[src/rtl/uart_cmd_parser.sv]
`default_nettype none
// ============================================================================
// Module   : uart_cmd_parser
// Purpose  : Frames bytes from a UART receiver into 4-byte register-write
//            commands {sync, addr, data, checksum}. A frame whose checksum
//            matches the 8-bit sum of the first three bytes produces a
//            one-cycle write strobe. A bad checksum or an inter-byte stall
//            produces a one-cycle error pulse and a held cause code.
// Ports    : clk, rst            - clock, asynchronous active-high reset
//            rx_byte[7:0]        - received byte
//            rx_byte_valid       - one-cycle byte-valid pulse
//            reg_wr_en           - one-cycle write strobe (validated frame)
//            reg_wr_addr[7:0]    - write address, held until next good frame
//            reg_wr_data[7:0]    - write data, held until next good frame
//            frame_err           - one-cycle error pulse
//            err_code[1:0]       - 0 none, 1 checksum, 2 timeout (held)
//            frame_cnt[CNT_W-1:0]- good-frame count, wraps
// Revision : 1.0 - initial release
// ============================================================================
module uart_cmd_parser #(
    parameter logic [7:0] SYNC_BYTE   = 8'hA5,
    parameter int         TIMEOUT_CYC = 1500,
    parameter int         CNT_W       = 16
) (
    input  logic             clk,
    input  logic             rst,
    input  logic [7:0]       rx_byte,
    input  logic             rx_byte_valid,
    output logic             reg_wr_en,
    output logic [7:0]       reg_wr_addr,
    output logic [7:0]       reg_wr_data,
    output logic             frame_err,
    output logic [1:0]       err_code,
    output logic [CNT_W-1:0] frame_cnt
);

    // The counter only has to reach TIMEOUT_CYC-1.
    localparam int c_TO_W = (TIMEOUT_CYC > 2) ? $clog2(TIMEOUT_CYC) : 1;
    localparam logic [c_TO_W-1:0] c_TO_LAST = c_TO_W'(TIMEOUT_CYC - 1);

    localparam logic [1:0] c_S_SYNC = 2'd0;
    localparam logic [1:0] c_S_ADDR = 2'd1;
    localparam logic [1:0] c_S_DATA = 2'd2;
    localparam logic [1:0] c_S_CSUM = 2'd3;

    localparam logic [1:0] c_ERR_NONE = 2'd0;
    localparam logic [1:0] c_ERR_CSUM = 2'd1;
    localparam logic [1:0] c_ERR_TOUT = 2'd2;

    logic [1:0]        r_state;
    logic [c_TO_W-1:0] r_to_cnt;
    logic [7:0]        r_addr;
    logic [7:0]        r_data;
    logic [7:0]        r_sum;
    logic              r_wr_en;
    logic [7:0]        r_wr_addr;
    logic [7:0]        r_wr_data;
    logic              r_frame_err;
    logic [1:0]        r_err_code;
    logic [CNT_W-1:0]  r_frame_cnt;

    always_ff @(posedge clk or posedge rst) begin
        if (rst) begin
            r_state     <= c_S_SYNC;
            r_to_cnt    <= '0;
            r_addr      <= '0;
            r_data      <= '0;
            r_sum       <= '0;
            r_wr_en     <= 1'b0;
            r_wr_addr   <= '0;
            r_wr_data   <= '0;
            r_frame_err <= 1'b0;
            r_err_code  <= c_ERR_NONE;
            r_frame_cnt <= '0;
        end else begin
            // Strobes are single-cycle by default.
            r_wr_en     <= 1'b0;
            r_frame_err <= 1'b0;

            if (rx_byte_valid) begin
                // A byte always takes priority over an expiring timeout.
                r_to_cnt <= '0;
                case (r_state)
                    c_S_SYNC: begin
                        if (rx_byte == SYNC_BYTE) begin
                            r_sum   <= SYNC_BYTE;
                            r_state <= c_S_ADDR;
                        end
                    end
                    c_S_ADDR: begin
                        // Sync value here is payload, not a resync.
                        r_addr  <= rx_byte;
                        r_sum   <= r_sum + rx_byte;
                        r_state <= c_S_DATA;
                    end
                    c_S_DATA: begin
                        r_data  <= rx_byte;
                        r_sum   <= r_sum + rx_byte;
                        r_state <= c_S_CSUM;
                    end
                    c_S_CSUM: begin
                        r_state <= c_S_SYNC;
                        if (rx_byte == r_sum) begin
                            r_wr_en     <= 1'b1;
                            r_wr_addr   <= r_addr;
                            r_wr_data   <= r_data;
                            r_frame_cnt <= r_frame_cnt + CNT_W'(1);
                            r_err_code  <= c_ERR_NONE;
                        end else begin
                            r_frame_err <= 1'b1;
                            r_err_code  <= c_ERR_CSUM;
                        end
                    end
                    default: r_state <= c_S_SYNC;
                endcase
            end else if (r_state != c_S_SYNC) begin
                if (r_to_cnt == c_TO_LAST) begin
                    r_state     <= c_S_SYNC;
                    r_to_cnt    <= '0;
                    r_frame_err <= 1'b1;
                    r_err_code  <= c_ERR_TOUT;
                end else begin
                    r_to_cnt <= r_to_cnt + c_TO_W'(1);
                end
            end else begin
                r_to_cnt <= '0;
            end
        end
    end

    assign reg_wr_en   = r_wr_en;
    assign reg_wr_addr = r_wr_addr;
    assign reg_wr_data = r_wr_data;
    assign frame_err   = r_frame_err;
    assign err_code    = r_err_code;
    assign frame_cnt   = r_frame_cnt;

endmodule
`default_nettype wire

[config.mk]
export PLATFORM = sky130hd
export DESIGN_NAME = uart_cmd_parser
export DESIGN_NICKNAME = d
export VERILOG_FILES = /design/src/rtl/uart_cmd_parser.sv
export SDC_FILE = /design/constraint.sdc
export NUM_CORES = 1
export LEC_CHECK = 0
export ABC_AREA = 1
export BUFFER_PORTS_ARGS = -buffer_cell sky130_fd_sc_hd__buf_2
export CAP_MARGIN = 25
export CORE_UTILIZATION = 65
export CTS_BUF_LIST = sky130_fd_sc_hd__clkbuf_4 sky130_fd_sc_hd__clkbuf_8
export DETAILED_ROUTE_END_ITERATION = 10
export PLACE_DENSITY_LB_ADDON = 0.2
export SKIP_CTS_REPAIR_TIMING = 1
export SLEW_MARGIN = 40
export SYNTH_ARGS = -nofsm -noshare
export SYNTH_HDL_FRONTEND = slang
export SYNTH_SLANG_ARGS = --single-unit
[constraint.sdc]
create_clock -name clk -period 6.5 [get_ports clk]
set_clock_uncertainty 0.2 [all_clocks]
set_input_delay 0.325 -clock clk [delete_from_list [all_inputs] [get_ports clk]]
set_output_delay 0.325 -clock clk [all_outputs]
set_load 0.005 [all_outputs]
Word-level counts from Yosys, hierarchy flattened --
Index checks and enable logic that the tools add are counted.
Word-level totals: register bits after elaboration 73, output and inout bits 36, word-level logic and storage cells 58, input bits 11
Operators by class: eq/ne operators 9, add/sub/neg operators 3, reductions and logical operators 12, muxes and demuxes 23
Operators by type and width (count):
- 2-to-1 mux 11 bit | 3
- adder 16 x 1 -> 16 bit, second input constant | 1
- 2-to-1 mux 2 bit | 8
- case mux 8 bit (2 select lines) | 1
- AND reduction 3 bit | 4
- adder 11 x 1 -> 11 bit, second input constant | 1
- == test 11 bit, second input constant | 1
- 2-to-1 mux 1 bit | 9
- adder 8 bit | 1
- == test 8 bit | 1
- == test 8 bit, second input constant | 1
- 2-to-1 mux 8 bit | 1
- case mux 2 bit (4 select lines) | 1
- nonzero test 2 bit | 4
- == test 2 bit, second input constant | 2
- AND reduction 2 bit | 2
- inequality test 3 bit, second input constant | 1
- == test 2 x 1 -> 1 bit, second input constant | 1
- logical NOT 2 bit | 1
- inequality test 2 x 1 -> 1 bit, second input constant | 1
- inequality test 2 bit, second input constant | 1
- OR reduction 2 bit | 1

Longest topological paths before layout --
Gate-level depths: netlist of the first run.
depth after elaboration 4, gate-level depth with buffers 11, gate-level depth less buffers 11

Worst setup path before layout of the first run --
OpenSTA, ideal clock, no wires.
kind register to register, start point register r_sum[5], end point register r_frame_cnt[1] (netlist: frame_cnt[1]), arrival 1.510 ns, required time 6.184 ns, path slack 4.673 ns, setup time 0.116 ns, stages on the path, launching flop included 9, buffers on the path 1, clock period less this slack 1.827 ns, path through dfrtp_1 -> ha_1 -> nor2_1 -> nand3_1 -> nor2b_4 -> nand3_4 -> buf_2 -> nand2_1 -> nand2_1
On the way: longest elaborated chain between the ends 2
RTL lines:
- from (decl) | line 54 | logic [7:0] r_sum;
- from (signal assigned) | line 93 | r_sum <= r_sum + rx_byte;
- from (signal assigned) | line 98 | r_sum <= r_sum + rx_byte;
- == test 8 bit | line 103 | if (rx_byte == r_sum) begin
- AND reduction 3 bit (no line)
- to (signal assigned) | line 107 | r_frame_cnt <= r_frame_cnt + CNT_W'(1);
- to (decl) | line 60 | logic [CNT_W-1:0] r_frame_cnt;
No other way between the ends. A chain may end at the register's enable or synchronous reset.

Worst setup path after layout of the first run --
start point register r_sum[5], end point register r_frame_cnt[12] (netlist: frame_cnt[12])
The elaborated chain is that of the path after synthesis.

==> impl_results.md, run 1 <==
- Power density of the placed cells: 314 nW/µm²
- Avg Inst Size Synth: 7.86 µm²
- Commonest non-fill, non-tap cells in the layout: sky130_fd_sc_hd__nand2_1 (187), sky130_fd_sc_hd__dfrtp_1 (73), sky130_fd_sc_hd__inv_1 (51)
- Setup repair after global routing missed its margin: false
- Kind of path behind the tightest hold check: primary input to flip-flop
- Remaining global-route overflow: 0
- Area growth from synthesis to final layout: 13.3%
- Final standard cell area without fillers: 4240 µm²
- Via-to-Cell Ratio: 5.38
- Sequential cell area in the final layout: 1830 µm²
- Remaining number of nets flagged by the antenna check after routing: 0
- Total Routing Usage GR: 0.284
- Layout cells sized above 1: 0.130
- Setup violators final: 0
- Iteration count of the initial detailed-routing pass: 5
- Number of synthesized flops with an enable pin: 0
- P_leak: 2.29 nW
- Smallest setup slack after layout: 4150 ps
- Async set-reset flop share out of synthesis: 1.00
- Average wire per cell in the routed design: 12.8 µm
- Minimum setup slack after placement: 4110 ps
- Final hold violations: 0
- Area of combinational cells with multiple inputs: 1670 µm²
- TritonCTS buffer count: 9
- Clock Sinks: 73
- Worst path required time: 6590 ps
- Ys flop type: sky130_fd_sc_hd__dfrtp_1
- Final critical path time including I/O delays and setup: 2350 ps
- Ports: 47
- Setup_tns: 0 ps
- Insertion delay of the later-clocked pin in the worst-skew pair: 350 ps
- Number of antenna violations at the first check in global routing: 0
- Commonest non-fill, non-tap cell in the layout: sky130_fd_sc_hd__nand2_1
- Peak supply drop: 230 µV
- Share of the synthesized area in the top cell type: 0.488
- Routability Congestion: 0.890
- Max-cap violations: 0
- Synthesized netlist cell count: 476
- Least-Margin Pin Slew: 721 ps
- Highest fanout seen on the critical path: 11
- Pin count of the biggest net entering global routing: 74
- Number of rows created at floorplan: 27
- Sort of element at the start of the critical path: flip-flop
- Wirelength, routed: 7720 µm
- Worst Hold Slack: 79.7 ps
- Routed met3 length: 363 µm
- Chip Width: 77.9 µm
- Final routed DRC violation total: 0
- Top sig layer: met4
- Type of destination of the critical path: flip-flop
- Largest cells by area after synthesis: sky130_fd_sc_hd__dfrtp_1 (49%), sky130_fd_sc_hd__nand2_1 (19%), sky130_fd_sc_hd__inv_1 (5.2%)
- Number of DRC markers after the initial detailed-route iteration: 268
- Data arrival at the endpoint of the critical path: 2440 ps
- Sequential-to-total area share from yosys stat: 0.488
- Max Transition Viols Final: 0
- Placed cells: 587
- Number of nets in the layout: 553
- Clock Pin Slew Worst Setup and Hold Paths: 80 ps
- Synth cell types: 27
- Synthesized cell area: 3740 µm²
- CTS Buffer Depth: 2
- Clock tree from TritonCTS: built
- Estimated wirelength of the detail-placed design: 5400 µm
- Total via count in the routed design: 3,249
- Headroom to the max-slew limit: 0.517
- WS Path Type: flip-flop to flip-flop
- Outcome: finished clean
- Yosys Warn Count: 0
- Post-synthesis register bit count: 73
- Fmax: 425 MHz
- Total core area: 5540 µm²
- Post-layout instance count excluding filler cells: 604
- Number of I/O port buffers: 46
- Y dimension of the die: 77.9 µm
- Initial Util: 0.675
- Antenna Diode Count: 0
- Wl on met1: 3450 µm
- Buffer cell driving the clock tree root: sky130_fd_sc_hd__clkbuf_8
- Number of levels the H-tree was split into: 3
- Filler instances: 432
- Cell type with the largest total area after synthesis: sky130_fd_sc_hd__dfrtp_1
- Post-Syn Nets: 502
- Area of placed instances: 4030 µm²
- Final Cycle Share: 0.362
- Vias in the first global route: 3,047
- Met2 wire length: 3700 µm
- Global-route wire length before repair: 13,300 µm
- Area enclosed by the die boundary: 6060 µm²
area by class of cell:
cell class | count | share of cell area
Timing Repair Buffer | 48 | 0.0593
Clock inverter | 7 | 0.0186
Tap cell | 72 | 0.0213
Clock buffer | 9 | 0.0292
Inverter | 53 | 0.0475
Multi-Input combinational cell | 342 | 0.393
Sequential cell | 73 | 0.431
cell usage after synthesis (3+ instances only):
cell type,count
sky130_fd_sc_hd__xnor2_1,3
sky130_fd_sc_hd__clkbuf_1,3
sky130_fd_sc_hd__nand2_1,187
sky130_fd_sc_hd__xor2_1,10
sky130_fd_sc_hd__inv_1,52
sky130_fd_sc_hd__nor2_1,33
sky130_fd_sc_hd__nand3b_1,3
sky130_fd_sc_hd__o21ai_0,26
sky130_fd_sc_hd__nand3_1,27
sky130_fd_sc_hd__nor3b_1,3
sky130_fd_sc_hd__dfrtp_1,73
sky130_fd_sc_hd__ha_1,14
sky130_fd_sc_hd__buf_2,3
sky130_fd_sc_hd__nand4_1,9
sky130_fd_sc_hd__nor3_1,13
sky130_fd_sc_hd__a21oi_1,6
stage by stage:
stage                util  power [W]
global placement    0.726   0.000955
global route        0.765    0.00143
finish              0.765    0.00133
CTS                 0.763    0.00134
detailed placement  0.727   0.000975
floorplan               -   0.000884
worst max-delay path: stages (launching register included):
cell and delay [ps]:
sky130_fd_sc_hd__dfrtp_1 390, sky130_fd_sc_hd__ha_1 350, sky130_fd_sc_hd__nor2_1 110, sky130_fd_sc_hd__nand3_1 120, sky130_fd_sc_hd__nor2b_4 220, sky130_fd_sc_hd__nand3_1 100, sky130_fd_sc_hd__nor2_1 560, sky130_fd_sc_hd__nand2_1 130
sky130_fd_sc_hd__nand2_1 110
sequential cells by signal (all words and copies together), names as in the netlist, 2 cells and up:
name         cells
frame_cnt       16
r_to_cnt        11
r_addr           8
r_sum            8
r_data           8
reg_wr_data      8
r_state          2
reg_wr_addr      8
err_code         2
kinds of logic (layout without fill, tap and decap cells):
family	Yosys count	count (layout)	share of synthesized area
AOI/OAI and AO/OA	34	34	0.0465
and+or+nand+nor	280	280	0.316
xor gates and xnor gates	13	13	0.0304
adders and majority gates	15	15	0.0522
buffers and inverters	61	117	0.0659
DFF	73	73	0.488
final timing paths:
path                              from             to  slack [ps]  depth (start not counted)
min in group asynchronous          rst   r_to_cnt[10]         470                          4
max in group asynchronous          rst       r_sum[1]        5150                          4
setup / recovery              r_sum[5]  frame_cnt[12]        4150                          8
setup reg to reg              r_sum[5]  frame_cnt[12]        4150                          8
hold / removal              rx_byte[2]      r_data[2]          80                          3
hold reg to reg            r_to_cnt[0]    r_to_cnt[0]         260                          1
routing by layer:
| metal | track usage | vias to the layer above |
|---|---|---|
| li1 | - | 1591 |
| met1 | 0.362 | 1527 |
| met2 | 0.469 | 107 |
| met3 | 0.0576 | 24 |
| met4 | 0.126 | 0 |
| met5 | 0 | - |
power by group:
group	internal (W)	switching (W)
clock	0.000180	0.000183
sequential	0.000540	0.0000508
combinational	0.000139	0.000241
Power figures use the tool's default switching activity.
==> run 2, diff against run 1 <==
--- a/config.mk
+++ b/config.mk
@@ -8,7 +8,7 @@
 export ABC_AREA = 1
 export BUFFER_PORTS_ARGS = -buffer_cell sky130_fd_sc_hd__buf_2
 export CAP_MARGIN = 25
-export CORE_UTILIZATION = 65
+export CORE_UTILIZATION = 60
 export CTS_BUF_LIST = sky130_fd_sc_hd__clkbuf_4 sky130_fd_sc_hd__clkbuf_8
 export DETAILED_ROUTE_END_ITERATION = 10
 export PLACE_DENSITY_LB_ADDON = 0.2
==> constraint.sdc (replaced) <==
create_clock -name clk -period 2.4 [get_ports clk]
set_clock_uncertainty 0.2 [all_clocks]
set_input_delay 0.12 -clock clk [delete_from_list [all_inputs] [get_ports clk]]
set_output_delay 0.12 -clock clk [all_outputs]
set_load 0.005 [all_outputs]
==> run 2 against run 1 <==
  * Die area grew 8.1%
  * Critical path type is now primary input to flip-flop
  * Register-to-register slack got worse by 3900 ps
  * Wire length grew 5.3%
  * First-iteration DRC count shrank 7.8%
  * Flip-flop and latch count did not move
  * Sequential share of layout area shrank 0.87 points
  * Setup slack worse by 4000 ps
  * Clock power grew to 2.5 times the previous value
  * Cell area rose by 2.1%
  * Clock-buffer cell count up 2
  * Power increased to 2.7 times the previous value
  * Non-clock buffer count rose by 9
==> impl_results.md, run 2 (synthesis gave the netlist of run 1 again) <==
- Ports: 47 (unchanged)
- Number of antenna violations at the first check in global routing: 0 (unchanged)
- Layout cells sized above 1: 0.129 (-0.000309)
- Total via count in the routed design: 3,217 (-0.98%)
- Wirelength, routed: 8130 µm (+5.3%)
- WS Path Type: primary input to flip-flop
- Setup repair after global routing missed its margin: false
- Average wire per cell in the routed design: 13.2 µm (+3.3%)
- Max reg flops: 16 (unchanged)
- Remaining number of nets flagged by the antenna check after routing: 0 (unchanged)
- Vias in the first global route: 2,985 (-2.0%)
- CTS Buffer Depth: 2 (unchanged)
- Highest fanout seen on the critical path: 19 (+8)
- Endpoint of the most critical setup path: frame_cnt[3]
- RR Endpoint: frame_cnt[3]
- Antenna Diode Count: 0 (unchanged)
- TritonCTS buffer count: 9 (unchanged)
- Fmax: 447 MHz
- Number of nets in the layout: 562 (+1.6%)
- Setup_tns: 0 ps (unchanged)
- Sort of element at the start of the critical path: primary input
- Iteration count of the initial detailed-routing pass: 4 (-1)
- Commonest non-fill, non-tap cells in the layout: sky130_fd_sc_hd__nand2_1 (187), sky130_fd_sc_hd__dfrtp_1 (73), sky130_fd_sc_hd__inv_1 (51)
- Y dimension of the die: 81.0 µm (+4.0%)
- Clock Pin Slew Worst Setup and Hold Paths: 80 ps (about the same)
- Final hold violations: 0 (unchanged)
- Number of rows created at floorplan: 28 (+3.7%)
- Number of levels the H-tree was split into: 3 (unchanged)
- Final routed DRC violation total: 0 (unchanged)
- Total core area: 5960 µm² (+7.5%)
- Kind of path behind the tightest hold check: primary input to flip-flop
- Total power draw: 0.00359 W (+170%)
- Estimated wirelength of the detail-placed design: 5640 µm (+4.5%)
- Initial Util: 0.628 (-0.0471)
- Register-to-register path setup slack: 240 ps (-3910 ps)
- Global-route wire length before repair: 13,300 µm (+0.52%)
- Via-to-Cell Ratio: 5.22 (-2.9%)
- Final critical path time including I/O delays and setup: 2240 ps
- Number of I/O port buffers: 46 (unchanged)
- Commonest non-fill, non-tap cell in the layout: sky130_fd_sc_hd__nand2_1
- Area growth from synthesis to final layout: 15.7%
- Logic depth of the worst register-to-register path: 8 (unchanged)
- Max-cap violations: 0 (unchanged)
- Pin count of the biggest net entering global routing: 50 (-32%)
- Type of destination of the critical path: flip-flop
- Remaining global-route overflow: 0 (unchanged)
- Outcome: finished clean
- Clock tree from TritonCTS: built
- P_leak: 2.33 nW (+2.0%)
- Least-Margin Pin Slew: 544 ps (-177 ps)
- Met3 demand-to-capacity share in global routing: 0.0427 (-0.0150)
- Worst path required time: 2500 ps (-4090 ps)
- Critical path launch point: rx_byte[5]
- Max Transition Viols Final: 0 (unchanged)
- Chip Width: 81.0 µm (+4.0%)
- Setup violators final: 0 (unchanged)
- Headroom to the max-slew limit: 0.637 (+0.120)
- Final Cycle Share: 0.931
- Beginning of the worst register-to-register path: r_sum[5]
- Met2 Resource Use GR: 0.429 (-0.0396)
- Area enclosed by the die boundary: 6550 µm² (+8.1%)
- Met1 GRT Util: 0.357 (-0.00494)
- Total Routing Usage GR: 0.270 (-0.0141)
- Buffer cell driving the clock tree root: sky130_fd_sc_hd__clkbuf_8
- Worst hold start: rx_byte_valid
- Routability Congestion: 0.892 (+0.17%)
- Clock Sinks: 73 (unchanged)
- Most Crowded Layer GR: met2
- Number of DRC markers after the initial detailed-route iteration: 247 (-7.8%)
- Data arrival at the endpoint of the critical path: 2330 ps (-110 ps)
- Insertion delay of the later-clocked pin in the worst-skew pair: 350 ps (about the same)
- Peak supply drop: 651 µV (+180%)
- Power density of the placed cells: 830 nW/µm² (+160%)
-- run 2: changes by cell type in the layout (fill, tap and decap cells not counted), sizes merged --
cell / change
clkinvlp: -2
dlygate4sd3: +8
buf: +1
clkinv: +1
clkbuf: +2
bufinv: -1
-- run 2: layout make-up --
class | count | area, µm²
clock inverters | 5 | 38.8
flip-flops and latches | 73 | 1830
multi-input cells | 342 | 1670
inverters | 53 | 201
repair buffers | 57 | 348
clock buffers | 11 | 151
well taps | 75 | 93.8
fillers | 470 | 1630
-- run 2: per-layer routing --
| layer | up-vias | routed length, µm |
|---|---|---|
| li1 | 1626 | - |
| met1 | 1489 | 3670 |
| met2 | 87 | 3960 |
| met3 | 15 | 331 |
| met4 | 0 | 172 |
| met5 | - | 0 |
-- run 2: worst max-delay path, stage by stage --
cell and delay [ps]:
sky130_fd_sc_hd__dlygate4sd3_1 530, sky130_fd_sc_hd__buf_2 150, sky130_fd_sc_hd__ha_1 370, sky130_fd_sc_hd__nor2_1 110
sky130_fd_sc_hd__nand3_1 120, sky130_fd_sc_hd__nor2b_4 230, sky130_fd_sc_hd__nand3_4 250, sky130_fd_sc_hd__inv_4 260
sky130_fd_sc_hd__nand3_1 110, sky130_fd_sc_hd__nand2_1 80
-- run 2: per-stage QoR --
stage | area [µm²] | setup WS (ps) | cells | utilization | hold WS [ps]
after floorplan | 3740 | 227 | 476 | - | 80.9
after global placement | 4050 | 314 | 591 | 0.679 | -6.20
after detailed placement | 4050 | 230 | 591 | 0.679 | 5.04
after CTS | 4240 | 208 | 607 | 0.711 | -372
after global routing | 4330 | 26.3 | 616 | 0.726 | 18.7
final | 4330 | 165 | 616 | 0.726 | 1.79
-- run 2: report_power, final --
part           switching [W]  total [W]  internal (W)
clock               0.000487   0.000923      0.000437
combinational       0.000680    0.00107      0.000387
sequential          0.000137    0.00160       0.00146
total                0.00130    0.00359       0.00229
-- run 2: how the worst min path moves through the flow --
stage,endpoint,depth (start not counted)
2_1_floorplan,r_addr[0],2
3_3_place_gp,frame_err,2
3_5_place_dp,frame_err,2
4_1_cts,frame_cnt[15],2
5_1_grt,r_sum[1],3
6_report,err_code[1],4
==> run 3, diff against run 2 <==
--- a/config.mk
+++ b/config.mk
@@ -6,11 +6,11 @@
 export NUM_CORES = 1
 export LEC_CHECK = 0
 export ABC_AREA = 1
-export BUFFER_PORTS_ARGS = -buffer_cell sky130_fd_sc_hd__buf_2
 export CAP_MARGIN = 25
-export CORE_UTILIZATION = 60
+export CORE_UTILIZATION = 65
 export CTS_BUF_LIST = sky130_fd_sc_hd__clkbuf_4 sky130_fd_sc_hd__clkbuf_8
 export DETAILED_ROUTE_END_ITERATION = 10
+export DONT_BUFFER_PORTS = 1
 export PLACE_DENSITY_LB_ADDON = 0.2
 export SKIP_CTS_REPAIR_TIMING = 1
 export SLEW_MARGIN = 40
==> run 3 against run 2 <==
  * Hold slack worse by 7.3 ps
  * Combinational power about the same
  * Global-route usage up 0.25 points
  * The flow now finishes with violations (hold timing)
==> impl_results.md, run 3 (synthesis gave the netlist of run 1 again) <==
- Estimated wirelength of the detail-placed design: 5260 µm (-6.8%)
- Power density of the placed cells: 881 nW/µm² (+6.2%)
- Met3 demand-to-capacity share in global routing: 0.0659 (+0.0232)
- Max reg flops: 16 (unchanged)
- Pin count of the biggest net entering global routing: 51 (+2.0%)
- Max-cap violations: 0 (unchanged)
- Worst-path cell chain: ha_1 > nor3_1 > nor2b_4 > nand3_4 > inv_4 > nand2_1 > nand2_1
- Final routed DRC violation total: 0 (unchanged)
- Final Cycle Share: 0.908 (-0.0232)
- Number of DRC markers after the initial detailed-route iteration: 205 (-17%)
- Number of I/O port buffers: 0 (-100%)
- Layout cells sized above 1: 0.0484 (-0.0810)
- Setup violators final: 0 (unchanged)
- Most repeated library cell on the critical path: sky130_fd_sc_hd__nand2_1
- Total Routing Usage GR: 0.272 (+0.00248)
- Setup_tns: 0 ps (unchanged)
- P_leak: 2.11 nW (-9.8%)
- Antenna Diode Count: 0 (unchanged)
- Remaining global-route overflow: 0 (unchanged)
- Cell family with most CP delay: simple AND/OR/NAND/NOR gates
- Highest fanout seen on the critical path: 19 (unchanged)
- Least-Margin Pin Slew: 521 ps (-23.0 ps)
- Clock Pin Slew Worst Setup and Hold Paths: 80 ps (about the same)
- Final hold violations: 4 (+4)
- Outcome: finished, violations left
- Sort of element at the start of the critical path: flip-flop
- Buffer cell driving the clock tree root: sky130_fd_sc_hd__clkbuf_8
- Max Transition Viols Final: 0 (unchanged)
- Remaining number of nets flagged by the antenna check after routing: 0 (unchanged)
- Minimum setup slack after placement: 250 ps (+20.6 ps)
- Critical path buffer and inverter count: 1 (-2)
- Headroom to the max-slew limit: 0.652 (+0.0153)
- Met1 GRT Util: 0.354 (-0.00328)
- Fmax: 459 MHz (+2.6%)
- Via-to-Cell Ratio: 5.38 (+3.0%)
- Slowest library cell on the worst path: sky130_fd_sc_hd__dfrtp_1
- Met2 Resource Use GR: 0.442 (+0.0131)
- Worst hold start: rx_byte_valid
- Largest stage delay, worst path: 400 ps (-130 ps)
- CTS Buffer Depth: 2 (unchanged)
- Total core area: 5540 µm² (-7.0%)
- Final critical path time including I/O delays and setup: 2180 ps (-55.8 ps)
- Routability Congestion: 0.926 (+3.9%)
- Area growth from synthesis to final layout: 10.0%
- Y dimension of the die: 77.9 µm (-3.8%)
- Worst Hold Slack: -5.52 ps (-7.32 ps)
- Clock tree from TritonCTS: built
- Total via count in the routed design: 3,056 (-5.0%)
- Vias in the first global route: 2,834 (-5.1%)
- Data arrival at the endpoint of the critical path: 2270 ps (-60 ps)
- Ports: 47 (unchanged)
- Worst path required time: 2490 ps (about the same)
- Most Crowded Layer GR: met2
- Setup repair after global routing missed its margin: false
- Beginning of the worst register-to-register path: r_sum[6]
- Smallest setup slack after layout: 221 ps (+55.8 ps)
- Commonest non-fill, non-tap cells in the layout: sky130_fd_sc_hd__nand2_1 (187), sky130_fd_sc_hd__dfrtp_1 (73), sky130_fd_sc_hd__inv_1 (51)
- Critical path launch point: r_sum[6]
- Number of antenna violations at the first check in global routing: 0 (unchanged)
- Insertion delay of the later-clocked pin in the worst-skew pair: 350 ps (about the same)
- Kind of path behind the tightest hold check: primary input to flip-flop
- WS Path Type: flip-flop to flip-flop
- Register-to-register path setup slack: 220 ps (-20 ps)
- Clock Sinks: 73 (unchanged)
- Type of destination of the critical path: flip-flop
- Area enclosed by the die boundary: 6060 µm² (-7.5%)
- Peak supply drop: 710 µV (+9.2%)
- Number of levels the H-tree was split into: 3 (unchanged)
- TritonCTS buffer count: 9 (unchanged)
- Average wire per cell in the routed design: 13.6 µm (+2.7%)
- Iteration count of the initial detailed-routing pass: 7 (+3)
- Wirelength, routed: 7700 µm (-5.3%)
- Initial Util: 0.675 (+0.0471)
- Violated checks: hold timing
- Chip Width: 77.9 µm (-3.8%)
- Global-route wire length before repair: 12,800 µm (-4.2%)
- Number of rows created at floorplan: 27 (-3.6%)
- Total power draw: 0.00362 W (+0.99%)
- Commonest non-fill, non-tap cell in the layout: sky130_fd_sc_hd__nand2_1
- Number of nets in the layout: 517 (-8.0%)
run 3: cell types whose count changed in the layout (fill, tap and decap cells not counted):
cell / before / now
sky130_fd_sc_hd__dlygate4sd3_1: 9 / 10
sky130_fd_sc_hd__clkbuf_8: 11 / 9
sky130_fd_sc_hd__buf_2: 46 / 0
sky130_fd_sc_hd__bufinv_16: 0 / 1
sky130_fd_sc_hd__inv_6: 1 / 2
run 3: worst paths after layout:
check | to | depth (start not counted)
max | reg_wr_addr[3] | 7
min | frame_cnt[5] | 3
max reg2reg | reg_wr_addr[3] | 7
min reg2reg | r_to_cnt[0] | 1
max in group asynchronous | frame_cnt[0] | 3
min in group asynchronous | reg_wr_addr[1] | 2
run 3: final cells by class:
| cell class | instances | area (µm²) |
|---|---|---|
| clock buffer | 9 | 124 |
| clock inverter | 7 | 77.6 |
| fill | 421 | 1430 |
| inverter | 53 | 201 |
| multi-input combinational | 342 | 1670 |
| sequential | 73 | 1830 |
| tap | 72 | 90.1 |
| timing repair buffer | 12 | 128 |
run 3: through the flow:
stage | instance area [µm²] | utilization | instances
2_1_floorplan | 3740 | - | 476
3_3_place_gp | 3810 | 0.688 | 542
3_5_place_dp | 3810 | 0.688 | 542
4_1_cts | 4010 | 0.724 | 558
5_1_grt | 4110 | 0.743 | 568
6_report | 4110 | 0.743 | 568
run 3: worst reg2reg max path, delay by kind of cell, from the launching register on:
family	cells	cell delay (ps)
buffers and inverters	1	250
adder cells (fa/ha/maj)	1	360
AND/OR/NAND/NOR	5	910
flip-flops	1	400
run 3: power by group:
part	total (W)	leakage (nW)	internal, W	switching [W]
sequential	0.00161	0.974	0.00146	0.000144
combinational	0.00104	1.03	0.000376	0.000668
clock	0.000975	0.100	0.000489	0.000486
run 3: metal layers:
layer,routed length (µm),part of all wire
met1,3460,0.45
met2,3770,0.49
met3,373,0.048
met4,100,0.013
met5,0,0
